**src/rtl/alu_arbiter.sv**
```systemverilog
// Two-requester round-robin arbiter in front of a single shared ALU.
// Each operation runs IDLE -> EXEC -> RESP and is held in RESP until its owner takes the result.
module alu_arbiter #(
    parameter bit FIRST_PRIO = 1'b0
) (
    input  logic        clk,
    input  logic        rst,
    input  logic        req0_valid,
    input  logic [2:0]  req0_op,
    input  logic [31:0] req0_lop,
    input  logic [31:0] req0_rop,
    output logic        req0_ready,
    input  logic        req1_valid,
    input  logic [2:0]  req1_op,
    input  logic [31:0] req1_lop,
    input  logic [31:0] req1_rop,
    output logic        req1_ready,
    output logic        resp0_valid,
    output logic [31:0] resp0_result,
    input  logic        resp0_ready,
    output logic        resp1_valid,
    output logic [31:0] resp1_result,
    input  logic        resp1_ready,
    output logic        busy
);

    typedef enum logic [1:0] {
        IDLE = 2'd0,
        EXEC = 2'd1,
        RESP = 2'd2
    } state_t;

    state_t      state;
    state_t      state_next;
    logic        last_served;
    logic        owner;
    logic [2:0]  op_q;
    logic [31:0] lop_q;
    logic [31:0] rop_q;
    logic [31:0] result_q;
    logic [31:0] alu_out;
    logic        grant0;
    logic        grant1;
    logic        accept0;
    logic        accept1;
    logic        resp_done;

    // On a tie the requester that was not served last wins; reset holds everyone off.
    always_comb begin
        grant0 = 1'b0;
        grant1 = 1'b0;
        if (state == IDLE && !rst) begin
            if (req0_valid && req1_valid) begin
                grant0 = last_served;
                grant1 = !last_served;
            end else begin
                grant0 = req0_valid;
                grant1 = req1_valid;
            end
        end
    end

    assign req0_ready = grant0;
    assign req1_ready = grant1;
    assign accept0    = req0_valid & grant0;
    assign accept1    = req1_valid & grant1;

    // Only the owner's resp_ready can retire the held result.
    assign resp_done = (state == RESP) && (owner ? resp1_ready : resp0_ready);

    always_comb begin
        state_next = state;
        case (state)
            IDLE:    if (accept0 || accept1) state_next = EXEC;
            EXEC:    state_next = RESP;
            RESP:    if (resp_done) state_next = IDLE;
            default: state_next = IDLE;
        endcase
    end

    always_ff @(posedge clk) begin
        if (rst) begin
            state <= IDLE;
        end else begin
            state <= state_next;
        end
    end

    always_comb begin
        alu_out = 32'h0;
        case (op_q)
            3'b000:  alu_out = lop_q + rop_q;
            3'b001:  alu_out = lop_q - rop_q;
            3'b010:  alu_out = lop_q & rop_q;
            3'b011:  alu_out = lop_q | rop_q;
            3'b100:  alu_out = (lop_q < rop_q) ? 32'h1 : 32'h0;
            default: alu_out = 32'h0;
        endcase
    end

    // Operands are captured once at acceptance so later input changes cannot disturb the operation.
    always_ff @(posedge clk) begin
        if (rst) begin
            last_served <= !FIRST_PRIO;
            owner       <= 1'b0;
            op_q        <= 3'b000;
            lop_q       <= 32'h0;
            rop_q       <= 32'h0;
            result_q    <= 32'h0;
        end else begin
            if (accept0) begin
                owner       <= 1'b0;
                last_served <= 1'b0;
                op_q        <= req0_op;
                lop_q       <= req0_lop;
                rop_q       <= req0_rop;
            end else if (accept1) begin
                owner       <= 1'b1;
                last_served <= 1'b1;
                op_q        <= req1_op;
                lop_q       <= req1_lop;
                rop_q       <= req1_rop;
            end
            if (state == EXEC) begin
                result_q <= alu_out;
            end
        end
    end

    assign resp0_valid  = (state == RESP) && !owner;
    assign resp1_valid  = (state == RESP) && owner;
    assign resp0_result = resp0_valid ? result_q : 32'h0;
    assign resp1_result = resp1_valid ? result_q : 32'h0;
    assign busy         = (state != IDLE);

endmodule

```
**config.mk**
```make
export PLATFORM = sky130hd
export DESIGN_NAME = alu_arbiter
export DESIGN_NICKNAME = d
export VERILOG_FILES = /design/src/rtl/alu_arbiter.sv
export SDC_FILE = /design/constraint.sdc
export NUM_CORES = 1
export LEC_CHECK = 0
export ABC_AREA = 0
export ABC_CLOCK_PERIOD_IN_PS = 3600
export BUFFER_PORTS_ARGS = -buffer_cell sky130_fd_sc_hd__buf_2
export CELL_PAD_IN_SITES_DETAIL_PLACEMENT = 1
export CELL_PAD_IN_SITES_GLOBAL_PLACEMENT = 1
export CORE_ASPECT_RATIO = 1.75
export CORE_MARGIN = 1
export CORE_UTILIZATION = 40
export DETAILED_ROUTE_END_ITERATION = 10
export PLACE_DENSITY = 0.81
export SLEW_MARGIN = 20
export SYNTH_ARGS = -nofsm -noshare
export SYNTH_HDL_FRONTEND = slang
export SYNTH_SLANG_ARGS = --single-unit
export TNS_END_PERCENT = 50
```
**constraint.sdc**
```tcl
create_clock -name clk -period 3.6 [get_ports clk]
set_clock_uncertainty 0.2 [all_clocks]
set_input_delay 0.18 -clock clk [delete_from_list [all_inputs] [get_ports clk]]
set_output_delay 0.18 -clock clk [all_outputs]
set_load 0.01 [all_outputs]
```
==> results of run 1 <==
==> final cells by class <==
class                           instances  share of cell area [%]
Antenna cell                            3                 0.06163
Clock buffer                           11                   1.993
Clock inverter                          5                  0.4725
Inverter                              103                   3.184
Multi-Input combinational cell        945                   51.65
Sequential cell                       103                   16.96
Tap cell                              296                   3.040
Timing Repair Buffer                  390                   22.64
==> flip-flops by register name, indices dropped and copies added (netlist names) <==
register	flops
last_served	1
lop_q	32
op_q	3
owner	1
result_q	32
rop_q	32
state	2
==> routing by layer <==
metal  track usage (%)  part of all wire, %  vias to the layer above
li1                  -                    -                     4941
met2             64.66                   52                      394
met5                 0                    0                        -
met4             24.00                  6.7                        0
met3             5.072                  4.6                      158
met1             37.15                   37                     5146
==> cells in the mapped netlist (all sizes together) (8+ instances only) <==
master / number / area share (%)
o31ai: 8 / 0.73
nor2: 120 / 5.0
a311oi: 54 / 5.4
ha: 100 / 14
a22oi: 31 / 2.6
xnor2: 26 / 2.5
a221oi: 9 / 1.0
nor3: 20 / 1.1
buf: 11 / 0.57
nand2: 178 / 7.5
inv: 103 / 4.3
o221ai: 11 / 1.1
o211ai: 12 / 1.0
o21bai: 9 / 0.76
clkbuf: 65 / 2.7
a31oi: 12 / 1.0
a21o: 15 / 1.3
a21oi: 81 / 4.6
nand3: 16 / 0.90
o21ai: 64 / 3.6
and2: 69 / 4.8
dfxtp: 103 / 23
==> kinds of logic after synthesis <==
family | count (synthesis) | synth area share [%]
flops | 103 | 23.07
compound gates | 356 | 28.32
mux | 8 | 0.9099
buf+inv | 179 | 7.629
xor+xnor | 27 | 2.646
fa+ha+maj | 102 | 14.45
simple gates | 452 | 22.98
==> final timing paths <==
check / from / to / slack [ns] / depth (start not counted)
max: lop_q[0]$_SDFFE_PP0P_ / result_q[30]$_SDFFE_PP0N_ / 0.12 / 12
max reg2reg: lop_q[0]$_SDFFE_PP0P_ / result_q[30]$_SDFFE_PP0N_ / 0.12 / 12
min: req0_lop[4] / lop_q[4]$_SDFFE_PP0P_ / 0.07 / 3
min reg2reg: result_q[2]$_SDFFE_PP0N_ / result_q[2]$_SDFFE_PP0N_ / 0.27 / 2
==> repair_timing <==
item / in CTS / in global routing
endpoints found under the setup margin: 2 / 18
buffers inserted: 0 / 2
hold buffers: 135 / 0
endpoints found under the hold margin: 68 / 0
gates cloned: 0 / 0
pin swaps: 1 / 5
gates resized for setup: 1 / 17
==> critical path: cells and delay by family, from the launching register on <==
family                     cells  cell delay, ns
buffers and inverters          1            0.08
adders and majority gates      2            0.64
AOI/OAI and AO/OA              7            1.86
and+or+nand+nor                2            0.24
DFF                            1            0.35
==> power groups by stage <==
| stage | sequential [mW] | combinational [mW] | clock, mW |
|---|---|---|---|
| final | 1.42 | 2.36 | 1.06 |
| after global routing | 1.43 | 2.53 | 1.11 |
| after CTS | 1.41 | 2.22 | 1.06 |
| after detailed placement | 1.43 | 2.03 | 0 |
| after global placement | 1.42 | 2.00 | 0 |
| after floorplan | 1.37 | 1.35 | 0 |
==> key figures, run 1 <==
Clock network
  – H-tree depth: 3
  – Clock Latency Late Sink: 0.39 ns
  – CTS tree: done
  – Bufs on Longest Clock Path: 2
  – Clock slew at reported path FFs: 0.08 ns
  – Root Buffer: clkbuf_16
  – TritonCTS sink count: 103
  – CTS Buf Count: 9

GRT
  – First-pass GRT wire length: 61.32 mm
  – GRT Total Usage: 35.43%
  – Largest net degree at the start of global routing: 101
  – Overflow after GRT: 0
  – Vias in the first global route: 11,150
  – Initial antenna violation count: 3

Flow run
  – Maxcap violations: 0

Route
  – DRC errors left: 0
  – Vias per cell: 5.732
  – WL per Instance: 21.69 um
  – Routed Antenna Nets: 0
  – DR vias: 10,639
  – Pre-antenna DRT Iters: 5
  – Wirelength, routed: 40.26 mm
  – DRT iter0 DRCs: 571

Floorplanning
  – Die height: 199.8 um
  – CORE AREA: 21,980 um^2
  – DIE AREA: 22,970 um^2
  – Die X: 115 um
  – FP Rows: 72
  – IO Count: 209
  – Starting Density: 40.66%

Logic synthesis
  – Sequential area share after synthesis: 23.07%
  – Top FF cell, synth: dfxtp_1
  – Syn Nets: 1,469
  – Fraction of registers with async set/reset: 0%
  – Gate count of the mapped netlist: 1,227
  – Library cells used by synthesis: 73
  – Post-Syn Area: 8939 um^2
  – Number of synthesized flops with an enable pin: 0
  – Syn avg cell area: 7.285 um^2
  – Synth warn: 0
  – #FFs+latches synth: 103

STA
  – Peak Freq: 287.1 MHz
  – Setup violators final: 0
  – Setup_tns: 0 ns
  – Relative slew slack: 29.32%
  – Final worst setup slack: 0.1175 ns
  – Min Tclk post-route: 3.483 ns
  – Unrepaired setup endpoints after global routing: false
  – Final hold vios: 0
  – Final period utilization: 96.74%
  – WHS: 0.06947 ns
  – Final slew viol count: 0
  – Worst slew pin tran: 1.060 ns

Worst setup path
  – CP most frequent cell: a2111oi_2
  – Critical Path RT: 3.68 ns
  – CP Class: reg -> reg
  – Critical path cell sequence: inv_1, ha_1, fa_1, nor2_2, o221ai_2, a2111oi_2, a221o_2, a31oi_4, o41a_1, o211a_1, a2111oi_2, nor3_1
  – Arr. time, crit path: 3.56 ns
  – Crit path max fanout: 3
  – Critical Path End Type: register
  – Startpoint types: register
  – Slowest cell on crit path: fa_1
  – Slowest stage delay, CP: 0.41 ns

Layout
  – P&R area growth vs syn: 36.28%
  – Multi-input gate area: 6292 um^2
  – Filler cells: 2,811
  – Commonest non-fill, non-tap cell in the layout: buf_2
  – Most frequent cells in the layout: buf_2 (208), nand2_1 (178), dlygate4sd3_1 (135), nor2_1 (118), inv_1 (102)
  – Fraction of layout cells with a size suffix above 1: 19.91%
  – Final layout net count: 1,794
  – Non-filler cells, final: 1,856
  – Final instance area: 12,180 um^2
  – Final core occ: 55.42%
  – FF+latch area: 2066 um^2

Power and ir drop
  – Worst IR Drop VDD: 305.8 uV
  – Pint: 2.803 mW
  – Clock network power share: 22.0%
  – Sw Ratio: 42.11%
  – Pleak: 5.462 nW
  – Sequential Power Share: 29.3%
  – Comb power frac: 48.8%
  – PwrDens: 397.4 nW/um^2
  – Design Power: 4.842 mW
  – Psw: 2.039 mW

Placed design
  – GP Congestion: 0.9721
  – Dpl ws: 0.0007925 ns
  – Area of placed instances: 10,430 um^2
  – Placed Cells: 1,700
  – DPL Wire Length: 27.05 mm
  – IO buf count: 208

Min path
  – Hold Crit Class: in -> reg

Run status
  – Status: finished clean
(Power assumes the default switching activity.)
==> inputs of run 2 (changes only) <==
==> constraint.sdc (replaced) <==
create_clock -name clk -period 3.6 [get_ports clk]
set_clock_uncertainty 0.2 [all_clocks]
set_input_delay 1.08 -clock clk [delete_from_list [all_inputs] [get_ports clk]]
set_output_delay 1.08 -clock clk [all_outputs]
set_load 0.01 [all_outputs]
==> key figures, run 2 (synthesized netlist as in run 1, its figures left out) <==
STA
  – Peak Freq: 281.2 MHz
  – Final period utilization: 98.79%
  – Min Tclk post-route: 3.557 ns
  – Worst slew pin tran: 0.7818 ns
  – Unrepaired setup endpoints after global routing: true
  – Setup violators final: 0
  – Final worst setup slack: 0.04343 ns
  – Relative slew slack: 47.69%
  – Final slew viol count: 0
  – Final hold vios: 0

Route
  – Routed Antenna Nets: 0
  – DR vias: 9,907
  – Vias per cell: 5.704
  – Pre-antenna DRT Iters: 5
  – DRT iter0 DRCs: 529
  – Wirelength, routed: 35.54 mm
  – DRC errors left: 0
  – WL per Instance: 20.46 um

GRT
  – Vias in the first global route: 10,243
  – Initial antenna violation count: 0
  – GRT Total Usage: 31.64%
  – Overflow after GRT: 0
  – Largest net degree at the start of global routing: 56
  – First-pass GRT wire length: 54.85 mm

Layout
  – P&R area growth vs syn: 22.45%
  – Most frequent cells in the layout: buf_2 (208), nand2_1 (178), nor2_1 (119), inv_1 (102), dfxtp_1 (101)
  – Commonest non-fill, non-tap cell in the layout: buf_2
  – # diodes: 0
  – Final layout net count: 1,678
  – Regs by FF count: lop_q: 32 flops, result_q: 32 flops, rop_q: 32 flops
  – Fraction of layout cells with a size suffix above 1: 22.69%

Clock network
  – Clock slew at reported path FFs: 0.08 ns
  – Clock Latency Late Sink: 0.38 ns
  – Root Buffer: clkbuf_16
  – TritonCTS sink count: 103
  – H-tree depth: 3
  – Bufs on Longest Clock Path: 2
  – CTS tree: done
  – CTS Buf Count: 9
  – CTS Hold Bufs: 0

Placed design
  – IO buf count: 208
  – Dpl ws: -0.1185 ns
  – DPL Wire Length: 28.44 mm
  – GP Congestion: 1.007

Worst setup path
  – Delay-heaviest family, CP: compound AO/OA/AOI/OAI gates
  – CP most frequent cell: a2111oi_2
  – Cell depth of the worst setup path: 12
  – R2r worst-path depth: 12
  – Critical Path End Type: register
  – Slowest cell on crit path: o41a_1
  – R2r endpoint: result_q[30]$_SDFFE_PP0N_
  – Critical path cell sequence: inv_1, ha_1, fa_2, nor2_4, o221ai_2, a2111oi_2, a221o_2, a31oi_4, o41a_1, o211a_1, a2111oi_2, nor3_1
  – Worst R2R Start: lop_q[0]$_SDFFE_PP0P_
  – R2R setup slack: 0.04 ns
  – Worst setup path end: result_q[30]$_SDFFE_PP0N_
  – CP Launch Point: lop_q[0]$_SDFFE_PP0P_
  – Startpoint types: register
  – Crit path buf inv count: 1
  – CP Class: reg -> reg
  – Arr. time, crit path: 3.62 ns
  – Crit path max fanout: 3
  – Slowest stage delay, CP: 0.44 ns
  – Critical Path RT: 3.66 ns

Floorplanning
  – CORE AREA: 21,980 um^2
  – Starting Density: 40.66%
  – DIE AREA: 22,970 um^2
  – IO Count: 209
  – Die X: 115 um
  – Die height: 199.8 um
  – FP Rows: 72

Power and ir drop
  – Worst IR Drop VDD: 224.2 uV
  – Design Power: 4.634 mW
  – PwrDens: 423.4 nW/um^2
  – Pleak: 4.850 nW

Flow run
  – Maxcap violations: 0

Min path
  – Hold Crit Class: reg -> reg

Run status
  – Status: finished clean
==> run 2: cell count changes in the layout (fill, tap and decap cells not counted), sizes merged <==
cell         change
clkinv           -1
clkinvlp         +1
inv              +1
clkbuf           -1
buf             +19
diode            -3
dlygate4sd3    -135
==> run 2: through the flow <==
stage	util (%)	instance area, um^2	hold slack (ns)	instances	setup TNS, ns
floorplan	-	8940	0.2357	1227	0
CTS	49.53	10890	0.2700	1737	0
global route	49.80	10950	0.2972	1737	-0.1725
global placement	48.00	10550	0.2523	1718	0
detailed placement	48.00	10550	0.2596	1718	-0.1185
finish	49.80	10950	0.2668	1737	0
==> run 2: report_power, final <==
part | total, mW | internal (mW) | switching [mW]
Sequential | 1.41 | 1.27 | 0.142
Combinational | 2.20 | 0.864 | 1.34
Clock | 1.02 | 0.537 | 0.484
==> run 2: final cells by class <==
cell class	count	area (um^2)
Fill cell	2911	11040
Multi-Input combinational cell	945	6297
Sequential cell	103	2064
Timing Repair Buffer	274	1536
Inverter	103	386.6
Tap cell	296	370.4
Clock buffer	10	229.0
Clock inverter	6	61.31
==> run 2: how the worst min path moves through the flow <==
stage / startpoint / to / slack [ns] / cells past startpoint
floorplan: result_q[10]$_SDFFE_PP0N_ / result_q[10]$_SDFFE_PP0N_ / 0.24 / 2
global placement: result_q[13]$_SDFFE_PP0N_ / result_q[13]$_SDFFE_PP0N_ / 0.25 / 2
detailed placement: result_q[13]$_SDFFE_PP0N_ / result_q[13]$_SDFFE_PP0N_ / 0.26 / 2
CTS: result_q[13]$_SDFFE_PP0N_ / result_q[13]$_SDFFE_PP0N_ / 0.27 / 2
global route: result_q[13]$_SDFFE_PP0N_ / result_q[13]$_SDFFE_PP0N_ / 0.30 / 2
finish: result_q[13]$_SDFFE_PP0N_ / result_q[13]$_SDFFE_PP0N_ / 0.27 / 2
==> run 2: per-layer routing <==
metal	track usage, %	vias to the layer above	share of wire [%]
li1	-	4712	-
met4	19.96	0	5.7
met2	57.83	303	51
met1	33.92	4780	40
met5	0	-	0
met3	4.136	112	3.3
==> run 2: worst register-to-register path: cells and delay by family (launching register included) <==
kind | cells | cell delay (ns)
flip-flops | 1 | 0.35
adder cells (fa/ha/maj) | 2 | 0.59
AO/OA/AOI/OAI | 7 | 1.99
AND/OR/NAND/NOR | 2 | 0.25
buffers and inverters | 1 | 0.08
==> run 2: repair_timing <==
item,CTS,global route
hold endpoints to repair,0,0
setup buffers,3,0
gates resized for setup,6,11
pin swaps,5,6
setup endpoints to repair,3,9
==> inputs of run 3 (changes only) <==
--- a/config.mk
+++ b/config.mk
@@ -14,7 +14,9 @@
 export CORE_MARGIN = 1
 export CORE_UTILIZATION = 40
 export DETAILED_ROUTE_END_ITERATION = 10
+export MAX_ROUTING_LAYER = met4
 export PLACE_DENSITY = 0.81
+export RECOVER_POWER = 25
 export SLEW_MARGIN = 20
 export SYNTH_ARGS = -nofsm -noshare
 export SYNTH_HDL_FRONTEND = slang
==> key figures, run 3 (synthesized netlist as in run 1, its figures left out) <==
Worst setup path
  – CP Class: in -> out
  – Arr. time, crit path: 2.23 ns
  – Crit path max fanout: 7
  – Startpoint types: input pin
  – Critical Path End Type: output pin
  – Critical Path RT: 2.32 ns

STA
  – Final hold vios: 0
  – Setup violators final: 0
  – Worst slew pin tran: 0.9538 ns
  – Final slew viol count: 0
  – Min Tclk post-route: 3.510 ns
  – Relative slew slack: 36.41%
  – Final period utilization: 97.50%
  – Peak Freq: 284.9 MHz

Route
  – Routed Antenna Nets: 0
  – DRT iter0 DRCs: 519
  – DR vias: 10,003
  – Pre-antenna DRT Iters: 8
  – Vias per cell: 5.742
  – DRC errors left: 1
  – WL per Instance: 20.54 um
  – Wirelength, routed: 35.78 mm

GRT
  – Vias in the first global route: 10,267
  – First-pass GRT wire length: 55.25 mm
  – Initial antenna violation count: 1
  – Largest net degree at the start of global routing: 101
  – GRT Total Usage: 32.72%
  – Overflow after GRT: 0

Power and ir drop
  – Comb power frac: 45.8%
  – Sw Ratio: 41.28%
  – Design Power: 4.772 mW
  – Psw: 1.970 mW
  – Worst IR Drop VDD: 324.0 uV
  – Pleak: 4.878 nW
  – PwrDens: 433.0 nW/um^2
  – Pint: 2.802 mW
  – Clock network power share: 24.7%
  – Sequential Power Share: 29.5%

Layout
  – Regs by FF count: lop_q: 32 flops, result_q: 32 flops, rop_q: 32 flops
  – Fraction of layout cells with a size suffix above 1: 22.42%
  – Final layout net count: 1,682
  – Commonest non-fill, non-tap cell in the layout: buf_2
  – Final core occ: 50.14%
  – Most frequent cells in the layout: buf_2 (206), nand2_1 (178), nor2_1 (119), dfxtp_1 (102), inv_1 (101)
  – Non-filler cells, final: 1,742
  – P&R area growth vs syn: 23.29%

Placed design
  – DPL Wire Length: 28.55 mm
  – Placed Cells: 1,723
  – GP Congestion: 0.9983
  – IO buf count: 208

Clock network
  – TritonCTS sink count: 103
  – Bufs on Longest Clock Path: 2
  – H-tree depth: 3
  – Root Buffer: clkbuf_16
  – Clock Latency Late Sink: 0.39 ns
  – CTS Buf Count: 9
  – CTS Hold Bufs: 0
  – CTS tree: done
  – Clock slew at reported path FFs: 0.08 ns

Floorplanning
  – DIE AREA: 22,970 um^2
  – Die height: 199.8 um
  – Die X: 115 um
  – CORE AREA: 21,980 um^2
  – FP Rows: 72
  – Starting Density: 40.66%
  – IO Count: 209

Flow run
  – Maxcap violations: 0

Run status
  – Failing checks: DRC
  – Status: finished, violations left

Min path
  – Hold Crit Class: reg -> reg
## run 3: changes by cell type in the layout (fill, tap and decap cells not counted), sizes merged
cell | previous run | this run
clkbuf | 10 | 16
clkinv | 4 | 1
diode | 0 | 1
bufinv | 1 | 3
clkinvlp | 1 | 2
inv | 103 | 104
buf | 274 | 271
## run 3: final timing paths
path / start / to / slack, ns / depth (start not counted)
worst max register to register: rop_q[0]$_SDFFE_PP0P_ / result_q[28]$_SDFFE_PP0N_ / 0.14 / 13
worst min-delay path: result_q[7]$_SDFFE_PP0N_ / result_q[7]$_SDFFE_PP0N_ / 0.27 / 2
worst max-delay path: rst / req1_ready / 0.09 / 6
worst min register to register: result_q[7]$_SDFFE_PP0N_ / result_q[7]$_SDFFE_PP0N_ / 0.27 / 2
## run 3: metrics by stage
step / cell area (um^2) / setup TNS [ns] / worst slack [ns] / hold slack (ns)
global route: 11020 / -0.01806 / -0.01367 / 0.2997
CTS: 10950 / 0 / 0.004176 / 0.2730
floorplan: 8940 / 0 / 0.08024 / 0.2357
detailed placement: 10600 / -0.02581 / -0.02581 / 0.2623
finish: 11020 / 0 / 0.08984 / 0.2702
global placement: 10600 / 0 / 0.1088 / 0.2498
## run 3: routing by layer
metal  wire (um)  vias to the layer above  GRT usage, %
met5           0                        -             -
met4        2067                        0         20.06
met2       18490                      336         58.03
li1            -                     4716             -
met1       13700                     4836         33.80
met3        1517                      115         4.650
## run 3: critical path: stages
cell and delay, ns:
clkbuf_1 0.10, nor2_1 0.10, clkbuf_1 0.31, nand3_1 0.32
inv_2 0.17, buf_2 0.15
## run 3: repair_timing
action | 4_1_cts | 5_1_grt
gates resized for setup | 1 | 13
pin swaps | 1 | 8
setup endpoints to repair | 1 | 10
setup buffers | 0 | 2
## run 3: area by class of cell
class	instances	area [um^2]
tap	296	370.4
fill	2953	10960
multi-input combinational	945	6294
inverter	103	386.6
sequential	103	2063
clock buffer	9	225.2
timing repair buffer	278	1560
antenna	1	2.502
clock inverter	7	118.9
## run 3: power by group through the flow
stage	combinational (mW)	clock, mW	sequential (mW)
CTS	2.13	1.20	1.41
global route	2.37	1.23	1.43
floorplan	1.35	0	1.37
finish	2.19	1.18	1.41
detailed placement	2.11	0	1.43
global placement	2.08	0	1.42
